File: src/rtl/axi_gpio_pwm_mc.sv
// AXI4-Lite slave with GPIO output, synchronized GPIO input, rising-edge interrupts
// and PWM_CH PWM channels whose period/duty shadows load into the active copies at wrap.
module axi_gpio_pwm_mc #(
   parameter int unsigned GPIO_W = 8,
   parameter int unsigned PWM_CH = 4,
   parameter int unsigned CNT_W  = 16,
   parameter int unsigned ADDR_W = 7
) (
   input  logic              ACLK,
   input  logic              ARESET_N,
   input  logic [ADDR_W-1:0] AWADDR,
   input  logic              AWVALID,
   output logic              AWREADY,
   input  logic [31:0]       WDATA,
   input  logic [3:0]        WSTRB,
   input  logic              WVALID,
   output logic              WREADY,
   output logic [1:0]        BRESP,
   output logic              BVALID,
   input  logic              BREADY,
   input  logic [ADDR_W-1:0] ARADDR,
   input  logic              ARVALID,
   output logic              ARREADY,
   output logic [31:0]       RDATA,
   output logic [1:0]        RRESP,
   output logic              RVALID,
   input  logic              RREADY,
   input  logic [GPIO_W-1:0] gpio_in,
   output logic [GPIO_W-1:0] gpio_out,
   output logic [PWM_CH-1:0] pwm_out,
   output logic              irq
);

   logic              awready_q, bvalid_q, arready_q, rvalid_q, irq_q;
   logic [1:0]        bresp_q, rresp_q;
   logic [31:0]       rdata_q;
   logic [GPIO_W-1:0] gpio_out_q, irq_en_q, irq_stat_q, sync1_q, sync2_q, sync3_q;
   logic [PWM_CH-1:0] pwm_en_q, pwm_q;
   logic [CNT_W-1:0]  per_sh_q [PWM_CH];
   logic [CNT_W-1:0]  duty_sh_q [PWM_CH];
   logic [CNT_W-1:0]  per_act_q [PWM_CH];
   logic [CNT_W-1:0]  duty_act_q [PWM_CH];
   logic [CNT_W-1:0]  cnt_q [PWM_CH];

   logic              wr_en, rd_en, wr_err, rd_err;
   logic [31:0]       wmask, wsel, rsel, rd_val;
   logic [GPIO_W-1:0] gpio_out_d, irq_en_d, irq_stat_d, w1c;
   logic [PWM_CH-1:0] pwm_en_d;
   logic [CNT_W-1:0]  per_sh_d [PWM_CH];
   logic [CNT_W-1:0]  duty_sh_d [PWM_CH];
   logic              unused_addr_lsbs;

   assign unused_addr_lsbs = ^{AWADDR[1:0], ARADDR[1:0]};

   function automatic logic [31:0] merge(input logic [31:0] old, input logic [31:0] data,
                                         input logic [31:0] mask);
      return (old & ~mask) | (data & mask);
   endfunction

   assign wr_en = awready_q && AWVALID && WVALID;
   assign rd_en = arready_q && ARVALID;
   assign wsel  = 32'(AWADDR[ADDR_W-1:2]);
   assign rsel  = 32'(ARADDR[ADDR_W-1:2]);

   // Shadow next-state values feed both the shadow registers and the wrap-time load (bypass)
   always_comb begin
      for (int unsigned b = 0; b < 4; b++) wmask[8*b +: 8] = {8{WSTRB[b]}};
      gpio_out_d = gpio_out_q;
      pwm_en_d   = pwm_en_q;
      irq_en_d   = irq_en_q;
      w1c        = '0;
      wr_err     = 1'b1;
      for (int unsigned k = 0; k < PWM_CH; k++) begin
         per_sh_d[k]  = per_sh_q[k];
         duty_sh_d[k] = duty_sh_q[k];
      end
      if (wr_en) begin
         case (wsel)
            32'd0: begin
               wr_err     = 1'b0;
               gpio_out_d = GPIO_W'(merge(32'(gpio_out_q), WDATA, wmask));
            end
            32'd2: begin
               wr_err   = 1'b0;
               pwm_en_d = PWM_CH'(merge(32'(pwm_en_q), WDATA, wmask));
            end
            32'd3: begin
               wr_err   = 1'b0;
               irq_en_d = GPIO_W'(merge(32'(irq_en_q), WDATA, wmask));
            end
            32'd4: begin
               wr_err = 1'b0;
               w1c    = GPIO_W'(WDATA & wmask);
            end
            default: begin
               for (int unsigned k = 0; k < PWM_CH; k++) begin
                  if (wsel == 8 + 2*k) begin
                     wr_err      = 1'b0;
                     per_sh_d[k] = CNT_W'(merge(32'(per_sh_q[k]), WDATA, wmask));
                  end
                  if (wsel == 9 + 2*k) begin
                     wr_err       = 1'b0;
                     duty_sh_d[k] = CNT_W'(merge(32'(duty_sh_q[k]), WDATA, wmask));
                  end
               end
            end
         endcase
      end
      irq_stat_d = (irq_stat_q & ~w1c) | (sync2_q & ~sync3_q);
   end

   always_comb begin
      rd_val = '0;
      rd_err = 1'b0;
      case (rsel)
         32'd0: rd_val = 32'(gpio_out_q);
         32'd1: rd_val = 32'(sync2_q);
         32'd2: rd_val = 32'(pwm_en_q);
         32'd3: rd_val = 32'(irq_en_q);
         32'd4: rd_val = 32'(irq_stat_q);
         default: begin
            rd_err = 1'b1;
            for (int unsigned k = 0; k < PWM_CH; k++) begin
               if (rsel == 8 + 2*k) begin
                  rd_err = 1'b0;
                  rd_val = 32'(per_sh_q[k]);
               end
               if (rsel == 9 + 2*k) begin
                  rd_err = 1'b0;
                  rd_val = 32'(duty_sh_q[k]);
               end
            end
         end
      endcase
   end

   always_ff @(posedge ACLK or negedge ARESET_N) begin
      if (!ARESET_N) begin
         awready_q <= 1'b0;
         bvalid_q  <= 1'b0;
         bresp_q   <= 2'b00;
         arready_q <= 1'b0;
         rvalid_q  <= 1'b0;
         rresp_q   <= 2'b00;
         rdata_q   <= '0;
      end else begin
         awready_q <= AWVALID && WVALID && !bvalid_q && !awready_q;
         arready_q <= ARVALID && !rvalid_q && !arready_q;
         if (wr_en) begin
            bvalid_q <= 1'b1;
            bresp_q  <= wr_err ? 2'b10 : 2'b00;
         end else if (BREADY) begin
            bvalid_q <= 1'b0;
         end
         if (rd_en) begin
            rvalid_q <= 1'b1;
            rdata_q  <= rd_err ? '0 : rd_val;
            rresp_q  <= rd_err ? 2'b10 : 2'b00;
         end else if (RREADY) begin
            rvalid_q <= 1'b0;
         end
      end
   end

   always_ff @(posedge ACLK or negedge ARESET_N) begin
      if (!ARESET_N) begin
         gpio_out_q <= '0;
         irq_en_q   <= '0;
         irq_stat_q <= '0;
         pwm_en_q   <= '0;
         sync1_q    <= '0;
         sync2_q    <= '0;
         sync3_q    <= '0;
         irq_q      <= 1'b0;
      end else begin
         gpio_out_q <= gpio_out_d;
         irq_en_q   <= irq_en_d;
         irq_stat_q <= irq_stat_d;
         pwm_en_q   <= pwm_en_d;
         sync1_q    <= gpio_in;
         sync2_q    <= sync1_q;
         sync3_q    <= sync2_q;
         irq_q      <= |(irq_stat_q & irq_en_q);
      end
   end

   always_ff @(posedge ACLK or negedge ARESET_N) begin
      if (!ARESET_N) begin
         pwm_q <= '0;
         for (int unsigned k = 0; k < PWM_CH; k++) begin
            per_sh_q[k]   <= '0;
            duty_sh_q[k]  <= '0;
            per_act_q[k]  <= '0;
            duty_act_q[k] <= '0;
            cnt_q[k]      <= '0;
         end
      end else begin
         for (int unsigned k = 0; k < PWM_CH; k++) begin
            per_sh_q[k]  <= per_sh_d[k];
            duty_sh_q[k] <= duty_sh_d[k];
            if (!pwm_en_q[k] || per_act_q[k] == '0) begin
               cnt_q[k]      <= '0;
               pwm_q[k]      <= 1'b0;
               per_act_q[k]  <= per_sh_d[k];
               duty_act_q[k] <= duty_sh_d[k];
            end else begin
               pwm_q[k] <= cnt_q[k] < duty_act_q[k];
               if (cnt_q[k] == per_act_q[k] - CNT_W'(1)) begin
                  cnt_q[k]      <= '0;
                  per_act_q[k]  <= per_sh_d[k];
                  duty_act_q[k] <= duty_sh_d[k];
               end else begin
                  cnt_q[k] <= cnt_q[k] + CNT_W'(1);
               end
            end
         end
      end
   end

   assign AWREADY  = awready_q;
   assign WREADY   = awready_q;
   assign BVALID   = bvalid_q;
   assign BRESP    = bresp_q;
   assign ARREADY  = arready_q;
   assign RVALID   = rvalid_q;
   assign RDATA    = rdata_q;
   assign RRESP    = rresp_q;
   assign gpio_out = gpio_out_q;
   assign pwm_out  = pwm_q;
   assign irq      = irq_q;

endmodule

File: config.mk
export PLATFORM = sky130hd
export DESIGN_NAME = axi_gpio_pwm_mc
export DESIGN_NICKNAME = d
export VERILOG_FILES = /design/src/rtl/axi_gpio_pwm_mc.sv
export SDC_FILE = /design/constraint.sdc
export NUM_CORES = 1
export LEC_CHECK = 0
export CORE_MARGIN = 5
export CORE_UTILIZATION = 45
export CTS_BUF_LIST = sky130_fd_sc_hd__clkbuf_8
export DETAILED_ROUTE_END_ITERATION = 12
export DONT_BUFFER_PORTS = 1
export PLACE_DENSITY = 0.6
export SLEW_MARGIN = 10
export SYNTH_ARGS = -nofsm -noshare
export SYNTH_HDL_FRONTEND = slang
export SYNTH_SLANG_ARGS = --single-unit
File: constraint.sdc
create_clock -name ACLK -period 9 [get_ports ACLK]
set_input_delay 2.25 -clock ACLK [delete_from_list [all_inputs] [get_ports ACLK]]
set_output_delay 2.25 -clock ACLK [all_outputs]
set_load 0.01 [all_outputs]
==> key figures, run 1 <==
Place
  • Placed cell count: 2292
  • Port bufs: 0
  • Placer Congestion: 0.884
  • Placed wire-length estimate: 35.3 mm

CTS
  • Post-CTS Hold Fix Bufs: 0
  • Post-CTS Resized: 0
  • Post-CTS setup buffers: 0
  • Deepest clock path buffer count: 3
  • Clk slew on worst S/H paths: 60 ps
  • CTS buffer count: 72
  • Clock Latency Late Sink: 630 ps
  • TritonCTS Sinks: 399
  • CTS tree: yes
  • H-tree levels: 3
  • Clk Tree Root Cell: clkbuf_8

Pwr
  • Pwr per Cell Area: 171 mW/mm²
  • Worst vdd ir: 0.0936 mV
  • Pleak: 10.5 nW

Global route
  • Congestion Overflow GR: 0
  • Met1 global-route usage: 29.5%
  • Tot GR Track Use: 20.6%
  • GRT met3 Usage: 5.15%
  • Largest net degree at the start of global routing: 400
  • GRT Max-Usage Layer: met2
  • First-pass GRT wire length: 81.4 mm
  • Grt met2 use: 31.0%
  • Initial antenna violation count: 1
  • Vias in the first global route: 14000

Status
  • Status: complete, no violations

Floorplan
  • Initial core utilization: 45.7%
  • Row cnt: 77
  • Top Ports: 119
  • Die Y: 222 µm
  • Die Area: 0.0494 mm²
  • Core area: 0.0444 mm²
  • Die W: 222 µm

Logic synthesis
  • Synthesized area: 0.0203 mm²
  • Top post-synthesis cells by area: dfrtp_1 49%, mux2_2 15%, ha_1 4.2%, xnor2_1 3.4%, xor2_1 2.8%
  • Avg Cell Area, Syn: 11.5 µm²
  • Post-synth top cells: 399 x dfrtp_1, 276 x mux2_2, 120 x nor2_1, 89 x inv_1, 83 x nand2_1
  • Most frequent cell after synthesis: dfrtp_1
  • Asr flop ratio synth: 100%
  • Yosys cell types: 77
  • Post-synth EDFFs: 0
  • Post-synth top area cell: dfrtp_1
  • Yosys top cell area share: 49.2%
  • #FFs+latches synth: 399
  • Syn Inst Count: 1769
  • Register area share after synthesis: 49.2%
  • Ys flop type: dfrtp_1
  • Yosys Warn Count: 0

Drt
  • DRT Pass-1 Iters: 6
  • Routed length per placed instance: 21.1 µm
  • Total detailed-routing wirelength: 51.0 mm
  • Vias: 13600
  • Antenna Nets Post-Route: 0
  • DRT iter0 DRCs: 1031
  • Via/cell ratio: 5.61
  • DR DRC count: 0

Flow run
  • Max_cap viols: 0

Min path
  • Hold WC Path Type: register to register

Worst setup path
  • Arr. time, crit path: 4870 ps
  • Slowest stage delay, CP: 770 ps
  • Worst setup EP type: register
  • CP Class: input pin to register
  • Worst setup SP type: input pin
  • Most used cell, CP: mux2_2
  • Slowest CP cell: nor2_1
  • Worst EP required: 9500 ps
  • Critical-path cell list: nand3_1 > or4_1 > nor2_1 > mux2_2 > mux2_2
  • Critical Path Fanout Max: 9

Finish
  • ANT cells: 0
  • FF+latch area: 0.00998 mm²
  • Layout Nets: 1907
  • Fill count: 3958
  • Core Util, Final: 50.0%
  • Layout overhead on the synthesized area: 9.33%
  • Share of cells above drive strength 1: 23.5%
  • Multi-input gate area: 0.00959 mm²
  • Non-Filler Instances: 2418

Timing
  • Final setup TNS: 0 ps
  • Fmax: 229 MHz
  • Minimum clock period: 4370 ps
  • RSZ-0062 raised after global routing: false
  • Slew Limit Fails: 0
  • Final count of negative-setup-slack endpoints: 0
  • Hold Fails Final Rpt: 0
  • Least-Margin Pin Slew: 1190 ps
  • Worst slew margin: 20.0%
  • Final Skew: 17.4 ps
  • Final period util: 48.6%
-- area by class of cell --
class	count	share of cell area [%]
Inverter	91	1.54
Sequential cell	399	45.0
Clock buffer	94	5.83
Timing Repair Buffer	7	0.237
Clock inverter	32	0.823
Tap cell	592	3.34
Multi-Input combinational cell	1203	43.2
-- metrics by stage --
| stage | worst slack (ps) | hold slack [ps] | power [W] | instance area, µm² |
|---|---|---|---|---|
| floorplan | 4610 | 331 | 0.00205 | 20400 |
| global placement | 3950 | 336 | 0.00208 | 20700 |
| detailed placement | 4010 | 335 | 0.00208 | 20700 |
| CTS | 4590 | 351 | 0.00384 | 22200 |
| global route | 4350 | 356 | 0.00395 | 22200 |
| finish | 4630 | 348 | 0.00379 | 22200 |
-- where the power goes --
group          total (W)  internal [W]  switching [W]  leakage (nW)
Combinational   0.000183     0.0000879      0.0000947          4.24
Clock            0.00174      0.000965       0.000771         0.830
Sequential       0.00187       0.00183      0.0000357          5.44
-- placed cells by master, fill, tap and decap left out, types with 11 or more instances in the layout --
| master | n |
|---|---|
| a21o_1 | 19 |
| a21oi_1 | 38 |
| a22oi_1 | 22 |
| and2_1 | 19 |
| and3_1 | 11 |
| clkbuf_8 | 94 |
| conb_1 | 18 |
| dfrtp_1 | 399 |
| ha_1 | 68 |
| inv_1 | 108 |
| mux2_2 | 276 |
| mux2i_1 | 19 |
| mux4_2 | 15 |
| nand2_1 | 83 |
| nand2b_1 | 14 |
| nand3_1 | 52 |
| nand4_1 | 25 |
| nor2_1 | 120 |
| nor2b_1 | 19 |
| nor3_1 | 25 |
| nor4_1 | 14 |
| o21ai_0 | 69 |
| or4_1 | 12 |
| xnor2_1 | 78 |
| xor2_1 | 64 |
-- path summary, 6_finish.rpt --
kind | start | end | slack, ps | depth (start not counted)
worst max-delay path | WVALID | per_act_q[61] | 4630 | 5
worst min-delay path | sync1_q[2] | sync2_q[2] | 350 | 0
worst max register to register | per_act_q[16] | duty_act_q[28] | 4720 | 10
worst min register to register | sync1_q[2] | sync2_q[2] | 350 | 0
max in group asynchronous | ARESET_N | duty_act_q[8] | 6700 | 0
min in group asynchronous | ARESET_N | sync1_q[7] | 1340 | 0
-- registers in the layout (all words and copies together) (netlist names), 16 cells and up, named ones only --
| register | flops |
|---|---|
| per_act_q | 64 |
| cnt_q | 64 |
| per_sh_q | 64 |
| duty_act_q | 64 |
| duty_sh_q | 64 |
| RDATA | 16 |
-- critical path: cells and delay by family --
kind | cells | cell delay [ps]
AND/OR/NAND/NOR | 3 | 1870
multiplexers | 2 | 720
-- metal layers --
metal	vias up	routed length, µm
met2	378	22500
met5	-	13
met1	6856	23600
met3	87	3650
met4	2	1200
li1	6253	-
-- cells by family (layout without fill, tap and decap cells) --
group	after synthesis	after routing	synth area share, %
muxes	314	314	18.1
other	1	18	0.0185
and+or+nand+nor	441	441	11.2
DFF	399	399	49.2
xor gates and xnor gates	142	142	6.13
buffers and inverters	184	224	4.08
AOI/OAI and AO/OA	220	220	7.02
adders and majority gates	68	68	4.19
(Power assumes the default switching activity.)
==> run 2: changes to the inputs <==
--- a/config.mk
+++ b/config.mk
@@ -10,7 +10,7 @@
 export CTS_BUF_LIST = sky130_fd_sc_hd__clkbuf_8
 export DETAILED_ROUTE_END_ITERATION = 12
 export DONT_BUFFER_PORTS = 1
-export PLACE_DENSITY = 0.6
+export PLACE_DENSITY = 0.62
 export SLEW_MARGIN = 10
 export SYNTH_ARGS = -nofsm -noshare
 export SYNTH_HDL_FRONTEND = slang
==> constraint.sdc (replaced) <==
create_clock -name ACLK -period 4 [get_ports ACLK]
set_input_delay 1 -clock ACLK [delete_from_list [all_inputs] [get_ports ACLK]]
set_output_delay 1 -clock ACLK [all_outputs]
set_load 0.01 [all_outputs]
==> run 2 against run 1 <==
  * Wire length is 0.76% lower
  * Clock-buffer cell count grew 5
  * Critical path depth increased by 4
  * Clock power rose by 120%
  * Sequential share of layout area down 0.31 points
  * Sequential power rose by 130%
  * Clock skew is 16 ps higher
  * Register-to-register slack worse by 4200 ps
  * Final cell count grew 0.74%
  * Critical path type is now register to register
==> key figures, run 2 (synthesis results as in run 1) <==
Floorplan
  • Initial core utilization: 45.7%
  • Row cnt: 77
  • Die W: 222 µm
  • Top Ports: 119
  • Core area: 0.0444 mm²
  • Die Area: 0.0494 mm²
  • Die Y: 222 µm

Pwr
  • Pint: 0.00651 W
  • Worst vdd ir: 0.227 mV
  • Sw Pwr: 0.00199 W
  • Pleak: 10.6 nW
  • Switching portion of total power: 23.4%
  • Pwr per Cell Area: 381 mW/mm²
  • Comb power frac: 4.9%
  • Seq pwr share: 49.5%
  • Clock Power Share: 45.7%

Timing
  • Fmax: 284 MHz
  • Final Skew: 33.0 ps
  • Worst slew margin: 26.0%
  • Final setup TNS: 0 ps
  • Least-Margin Pin Slew: 1100 ps
  • RSZ-0062 raised after global routing: false
  • Slew Limit Fails: 0
  • Hold Slack: 121 ps
  • Minimum clock period: 3520 ps
  • Hold Fails Final Rpt: 0
  • Final count of negative-setup-slack endpoints: 0
  • Setup WS post-layout: 478 ps
  • Final period util: 88.0%

Worst setup path
  • Slowest stage delay, CP: 630 ps
  • Arr. time, crit path: 3990 ps
  • R2R Path Start: per_act_q[48]
  • RR Endpoint: duty_act_q[49]
  • CP bufs+invs: 2
  • Reg2Reg Depth: 9
  • Critical Path Fanout Max: 18
  • Critical-path cell list: inv_1 > ha_1 > or4b_2 > or4_1 > xnor2_1 > nor3_1 > a31oi_4 > buf_12 > mux2_2
  • Setup slack, reg-to-reg: 480 ps
  • Slowest CP cell: or4b_2
  • Worst EP required: 4470 ps
  • Worst setup EP type: register
  • Worst setup SP type: register
  • CP Class: register to register
  • CP delay by family, top: simple AND/OR/NAND/NOR gates

Finish
  • Most frequent cells in the layout: 399 x dfrtp_1, 276 x mux2_2, 120 x nor2_1
  • Share of cells above drive strength 1: 24.1%
  • Layout Nets: 1922
  • Fill count: 3884
  • ANT cells: 0
  • Non-Filler Instances: 2436
  • Layout overhead on the synthesized area: 10.1%
  • Commonest non-fill, non-tap cell in the layout: dfrtp_1

Place
  • Placed wire-length estimate: 35.6 mm
  • Dpl ws: 482 ps
  • Placer Congestion: 0.893
  • Placed cell count: 2308
  • Port bufs: 0

Global route
  • Tot GR Track Use: 20.4%
  • Initial antenna violation count: 2
  • Congestion Overflow GR: 0
  • First-pass GRT wire length: 80.8 mm
  • Vias in the first global route: 14000
  • Largest net degree at the start of global routing: 400

Drt
  • DR DRC count: 0
  • DRT Pass-1 Iters: 5
  • Via/cell ratio: 5.61
  • Antenna Nets Post-Route: 0
  • Total detailed-routing wirelength: 50.6 mm
  • DRT iter0 DRCs: 1079
  • Routed length per placed instance: 20.8 µm
  • Vias: 13700

Min path
  • Hold WC Path Type: input pin to asynchronous set/reset pin

CTS
  • Post-CTS Resized: 0
  • Post-CTS setup buffers: 0
  • Deepest clock path buffer count: 3
  • Clk Tree Root Cell: clkbuf_8
  • Clk slew on worst S/H paths: 50 ps
  • TritonCTS Sinks: 399
  • CTS buffer count: 71
  • H-tree levels: 3
  • CTS tree: yes
  • Post-CTS Hold Fix Bufs: 0
  • Clock Latency Late Sink: 620 ps

Status
  • Status: complete, no violations

Flow run
  • Max_cap viols: 0
[run 2: cell count changes in the layout (fill, tap and decap cells not counted), sizes merged]
cell    previous run  this run
buf                7        23
clkbuf            94        99
clkinv             7         5
bufinv             1         0
[run 2: worst max-delay path by stage]
stage | from | end | cells past startpoint
2_1_floorplan | ARADDR[3] | RDATA[3] | 8
3_3_place_gp | per_act_q[48] | duty_act_q[49] | 9
3_5_place_dp | per_act_q[48] | duty_act_q[49] | 9
4_1_cts | per_act_q[48] | duty_act_q[49] | 9
5_1_grt | per_act_q[48] | duty_act_q[49] | 9
6_report | per_act_q[48] | duty_act_q[49] | 9
[run 2: final cells by class]
| cell class | instances | area, µm² | share of cell area, % |
|---|---|---|---|
| clock buffer | 99 | 1360 | 6.10 |
| clock inverter | 29 | 125 | 0.560 |
| inverter | 91 | 342 | 1.53 |
| multi-input combinational | 1203 | 9590 | 42.9 |
| sequential | 399 | 9980 | 44.7 |
| tap | 592 | 741 | 3.31 |
| timing repair buffer | 23 | 198 | 0.885 |
[run 2: per-layer routing]
layer / GRT usage (%) / up-vias / routed length (µm)
met5: 0 / - / 0
met4: 6.21 / 0 / 1300
met3: 4.88 / 100 / 3540
met2: 31.6 / 397 / 23000
met1: 28.6 / 6878 / 22800
li1: - / 6281 / -
[run 2: power groups by stage]
stage / clock, W / combinational, W / sequential (W)
after floorplan: 0 / 0.000373 / 0.00425
after global placement: 0 / 0.000398 / 0.00427
after detailed placement: 0 / 0.000408 / 0.00428
after CTS: 0.00399 / 0.000411 / 0.00421
after global routing: 0.00419 / 0.000458 / 0.00422
final: 0.00388 / 0.000413 / 0.00421
[run 2: stage by stage]
stage               total power [W]  instance area [µm²]  utilization [%]
floorplan                   0.00462                20400                -
global placement            0.00467                20900             47.0
detailed placement          0.00469                20900             47.0
CTS                         0.00861                22300             50.3
global route                0.00886                22300             50.3
finish                      0.00851                22300             50.3
[run 2: worst register-to-register path, stage by stage, from the launching register on]
cell	delay, ps
dfrtp_1	430
inv_1	80
ha_1	230
or4b_2	630
or4_1	570
xnor2_1	190
nor3_1	100
a31oi_4	580
buf_12	240
mux2_2	350
==> RTL change 1, RTL diff (config.mk and constraints of run 2) <==
Set the parameter `CNT_W` to 12 (it was 16).
--- a/src/rtl/axi_gpio_pwm_mc.sv
+++ b/src/rtl/axi_gpio_pwm_mc.sv
@@ -4,5 +4,5 @@
    parameter int unsigned GPIO_W = 8,
    parameter int unsigned PWM_CH = 4,
-   parameter int unsigned CNT_W  = 16,
+   parameter int unsigned CNT_W  = 12,
    parameter int unsigned ADDR_W = 7
 ) (
Behaviour: not the same (a bounded check fails within 4 cycles, from zero or initial values and one cycle with ARESET_N low).
==> RTL change 1 against run 2 <==
Final area fell by 22%. Synthesized area fell by 21%. Sequential power fell by 21%. Utilization fell by 0.79 points. Sequential cell count fell by 84. Non-clock buffer count fell by 7. Clock power fell by 24%. Worst setup slack improved by 210 ps. Routed wire length fell by 23%. Count of clock-buffer cells in the layout fell by 32. Total power fell by 22%. Die area fell by 20%. Largest cell class unchanged.
==> RTL change 1: results (changes against run 2) <==
[run_status]
status = completed  ; unchanged

[global_routing]
groute.layer.met3.usage_pct = 4.27  ; was 4.88%
grtUsageTotal_pct = 20.1  ; was 20.4%
grt_first_pass_wirelength_mm = 61.8  ; was 80.8 mm
antenna_found_initial = 1  ; was 2
use_met2_pct = 32.7  ; was 31.6%

[place]
place_ws_ps = 728  ; was 482 ps
dp_hpwl_mm = 27.5  ; was 35.6 mm
place_inst = 1813  ; was 2,308
globalplace.congestion = 0.843  ; was 0.893

[setup_path]
slowest_stage = or3b_2  ; was or4b_2
r2r_slack_ps = 690  ; was 480 ps
max_stage_delay_ps = 510  ; was 630 ps
cp_max_fo = 14  ; was 18
worstReg2RegEnd = duty_act_q[7]  ; was duty_act_q[49]
worstReg2RegStart = per_act_q[0]  ; was per_act_q[48]

[yosys]
synth_compound_area_share_pct = 7.64  ; was 7.02%
muxShareOfSynthArea_pct = 17.8  ; was 18.1%
synth.avg_cell_area_sq_um = 11.5  ; about the same
synth_common_cells = 315 x dfrtp_1, 196 x mux2_2, 73 x nand2_1, 72 x inv_1, 70 x xnor2_1  ; was 399 x dfrtp_1, 276 x mux2_2, 120 x nor2_1, 89 x inv_1, 83 x nand2_1
synth_xor_area_share_pct = 5.79  ; was 6.13%
ys_types = 71  ; was 77
ys_seq_area_share_pct = 49.2  ; about the same
ys_top_cells_by_area = dfrtp_1 49%, mux2_2 14%, ha_1 4.1%  ; was dfrtp_1 49%, mux2_2 15%, ha_1 4.2%

[timing]
clock_skew_ps = 27.1  ; was 33.0 ps

[cts]
cts_max_level = 2  ; was 3
cts_buffers = 54  ; was 71
worstSkewPairLatency_ps = 640  ; was 620 ps

[route]
vias_per_cell = 5.44  ; was 5.61
top_layer_used = met5  ; was met4
dr_wl_met2_mm = 18.7  ; was 23.0 mm
met1_length_mm = 17.7  ; was 22.8 mm

[power]
ir_drop_mv = 0.312  ; was 0.227 mV

[cells_and_area]
nets = 1525  ; was 1,922
fin_cells = 1913  ; was 2,436

-- RTL change 1: changes by cell type in the layout (fill, tap and decap cells not counted), moves of 10 or more --
cell and change:
nand2_1 -10, mux2_4 +18, dfrtp_1 -84, clkbuf_8 -32, ha_1 -16, nand4_1 -14
nor2_1 -55, a22oi_1 -16, inv_1 -19, and2_1 +27, a21o_1 -12, mux2_2 -80
nand3_1 -16, xor2_1 -28
-- RTL change 1: final cells by class --
| type | instances | area [sq um] |
|---|---|---|
| fill | 3182 | 17900 |
| sequential | 315 | 7880 |
| multi-input combinational | 949 | 7560 |
| clock buffer | 67 | 922 |
| tap | 461 | 577 |
| inverter | 72 | 270 |
| clock inverter | 33 | 174 |
| timing repair buffer | 16 | 145 |
-- RTL change 1: power by group through the flow --
stage	sequential, mW	combinational [mW]	clock (mW)
3_5_place_dp	3.40	0.340	0
4_1_cts	3.35	0.342	3.02
2_1_floorplan	3.37	0.321	0
6_report	3.34	0.342	2.93
3_3_place_gp	3.40	0.334	0
5_1_grt	3.35	0.381	3.17
==> RTL change 2, RTL diff (settings of run 2) <==
Made on the original files. Remove the register `irq_q`: a continuous assignment takes its place, so the output `irq` follows one clock earlier.
--- a/src/rtl/axi_gpio_pwm_mc.sv
+++ b/src/rtl/axi_gpio_pwm_mc.sv
@@ -172,5 +172,4 @@
          sync2_q    <= '0;
          sync3_q    <= '0;
-         irq_q      <= 1'b0;
       end else begin
          gpio_out_q <= gpio_out_d;
@@ -181,7 +180,8 @@
          sync2_q    <= sync1_q;
          sync3_q    <= sync2_q;
-         irq_q      <= |(irq_stat_q & irq_en_q);
-      end
-   end
+      end
+   end
+
+   assign irq_q = |(irq_stat_q & irq_en_q);
 
    always_ff @(posedge ACLK or negedge ARESET_N) begin
Formal check against the unedited RTL: not equivalent (Yosys sat finds a counterexample within 4 cycles, from zero or initial values and one cycle with ARESET_N low).
==> RTL change 2 against run 2 <==
Total power is 2.4% lower. Critical path depth stayed put. Synthesized area is 0.12% lower. Sequential cell count is 1 lower. Worst setup slack better by 68 ps. Combinational power hardly changed. Final area is 0.77% lower. Routed wire length is 0.17% lower. Critical path type unchanged.
==> RTL change 2: results (changes against run 2) <==
[cells_and_area]
nets = 1915  ; was 1,922
fill_cells = 3928  ; was 3,884
drive_gt1_share_pct = 23.6  ; was 24.1%

[global_routing]
grtUsageTotal_pct = 20.2  ; was 20.4%
use_met2_pct = 30.7  ; was 31.6%
use_met1_pct = 28.4  ; was 28.6%

[power]
power.internal_mw = 6.33  ; was 6.51 mW
power_per_cell_area_nw_per_um2 = 375  ; was 381 nW/um^2
ir_drop_mv = 0.248  ; was 0.227 mV
comb_power_mw = 0.414  ; was 0.413 mW

[place]
placed_area_sq_um = 20800  ; was 20,900 sq um
globalplace.congestion = 0.887  ; was 0.893
place_ws_ps = 567  ; was 482 ps
dp_hpwl_mm = 35.4  ; was 35.6 mm

[route]
dr.first_iter.drc_count = 986  ; was 1,079
via_count = 13578  ; was 13.7k
wl_met3_mm = 3.22  ; was 3.54 mm
wire_per_inst_um = 20.8  ; about the same

[timing]
hold_ws_ps = 99.9  ; was 121 ps
tightest_slew_ps = 990  ; was 1100 ps
setup_ws_ps = 547  ; was 478 ps

[cts]
cts_buffers = 69  ; was 71

[run_status]
status = completed  ; unchanged

[yosys]
ys_top_cells_by_area = dfrtp_1 49%, mux2_2 15%, ha_1 4.2%  ; unchanged
synth_common_cells = 398 x dfrtp_1, 276 x mux2_2, 120 x nor2_1, 89 x inv_1, 83 x nand2_1  ; was 399 x dfrtp_1, 276 x mux2_2, 120 x nor2_1, 89 x inv_1, 83 x nand2_1

==> RTL change 2: cell count changes in the layout (fill, tap and decap cells not counted), moves of 2 or more <==
| cell | run 2 | this run |
|---|---|---|
| buf_4 | 21 | 17 |
| clkinv_2 | 4 | 7 |
| clkbuf_8 | 99 | 87 |
| clkinvlp_4 | 3 | 1 |
==> RTL change 2: logic make-up after synthesis <==
group	Yosys count	share of synthesized area, %
AND/OR/NAND/NOR	441	11.2
flip-flops	398	49.1
multiplexers	314	18.2
AO/OA/AOI/OAI	220	7.02
buffers and inverters	184	4.09
XOR/XNOR	142	6.14
adder cells (fa/ha/maj)	68	4.20
other	1	0.0185
==> RTL change 2: area by class of cell <==
cell class              count  area [sq um]  area share (%)
flip-flops and latches    398          9960            44.9
multi-input cells        1203          9590            43.3
clock buffers              87          1200            5.40
well taps                 592           741            3.34
inverters                  91           342            1.54
clock inverters            32           171           0.773
repair buffers             19           168           0.756
diodes                      1          2.50          0.0113
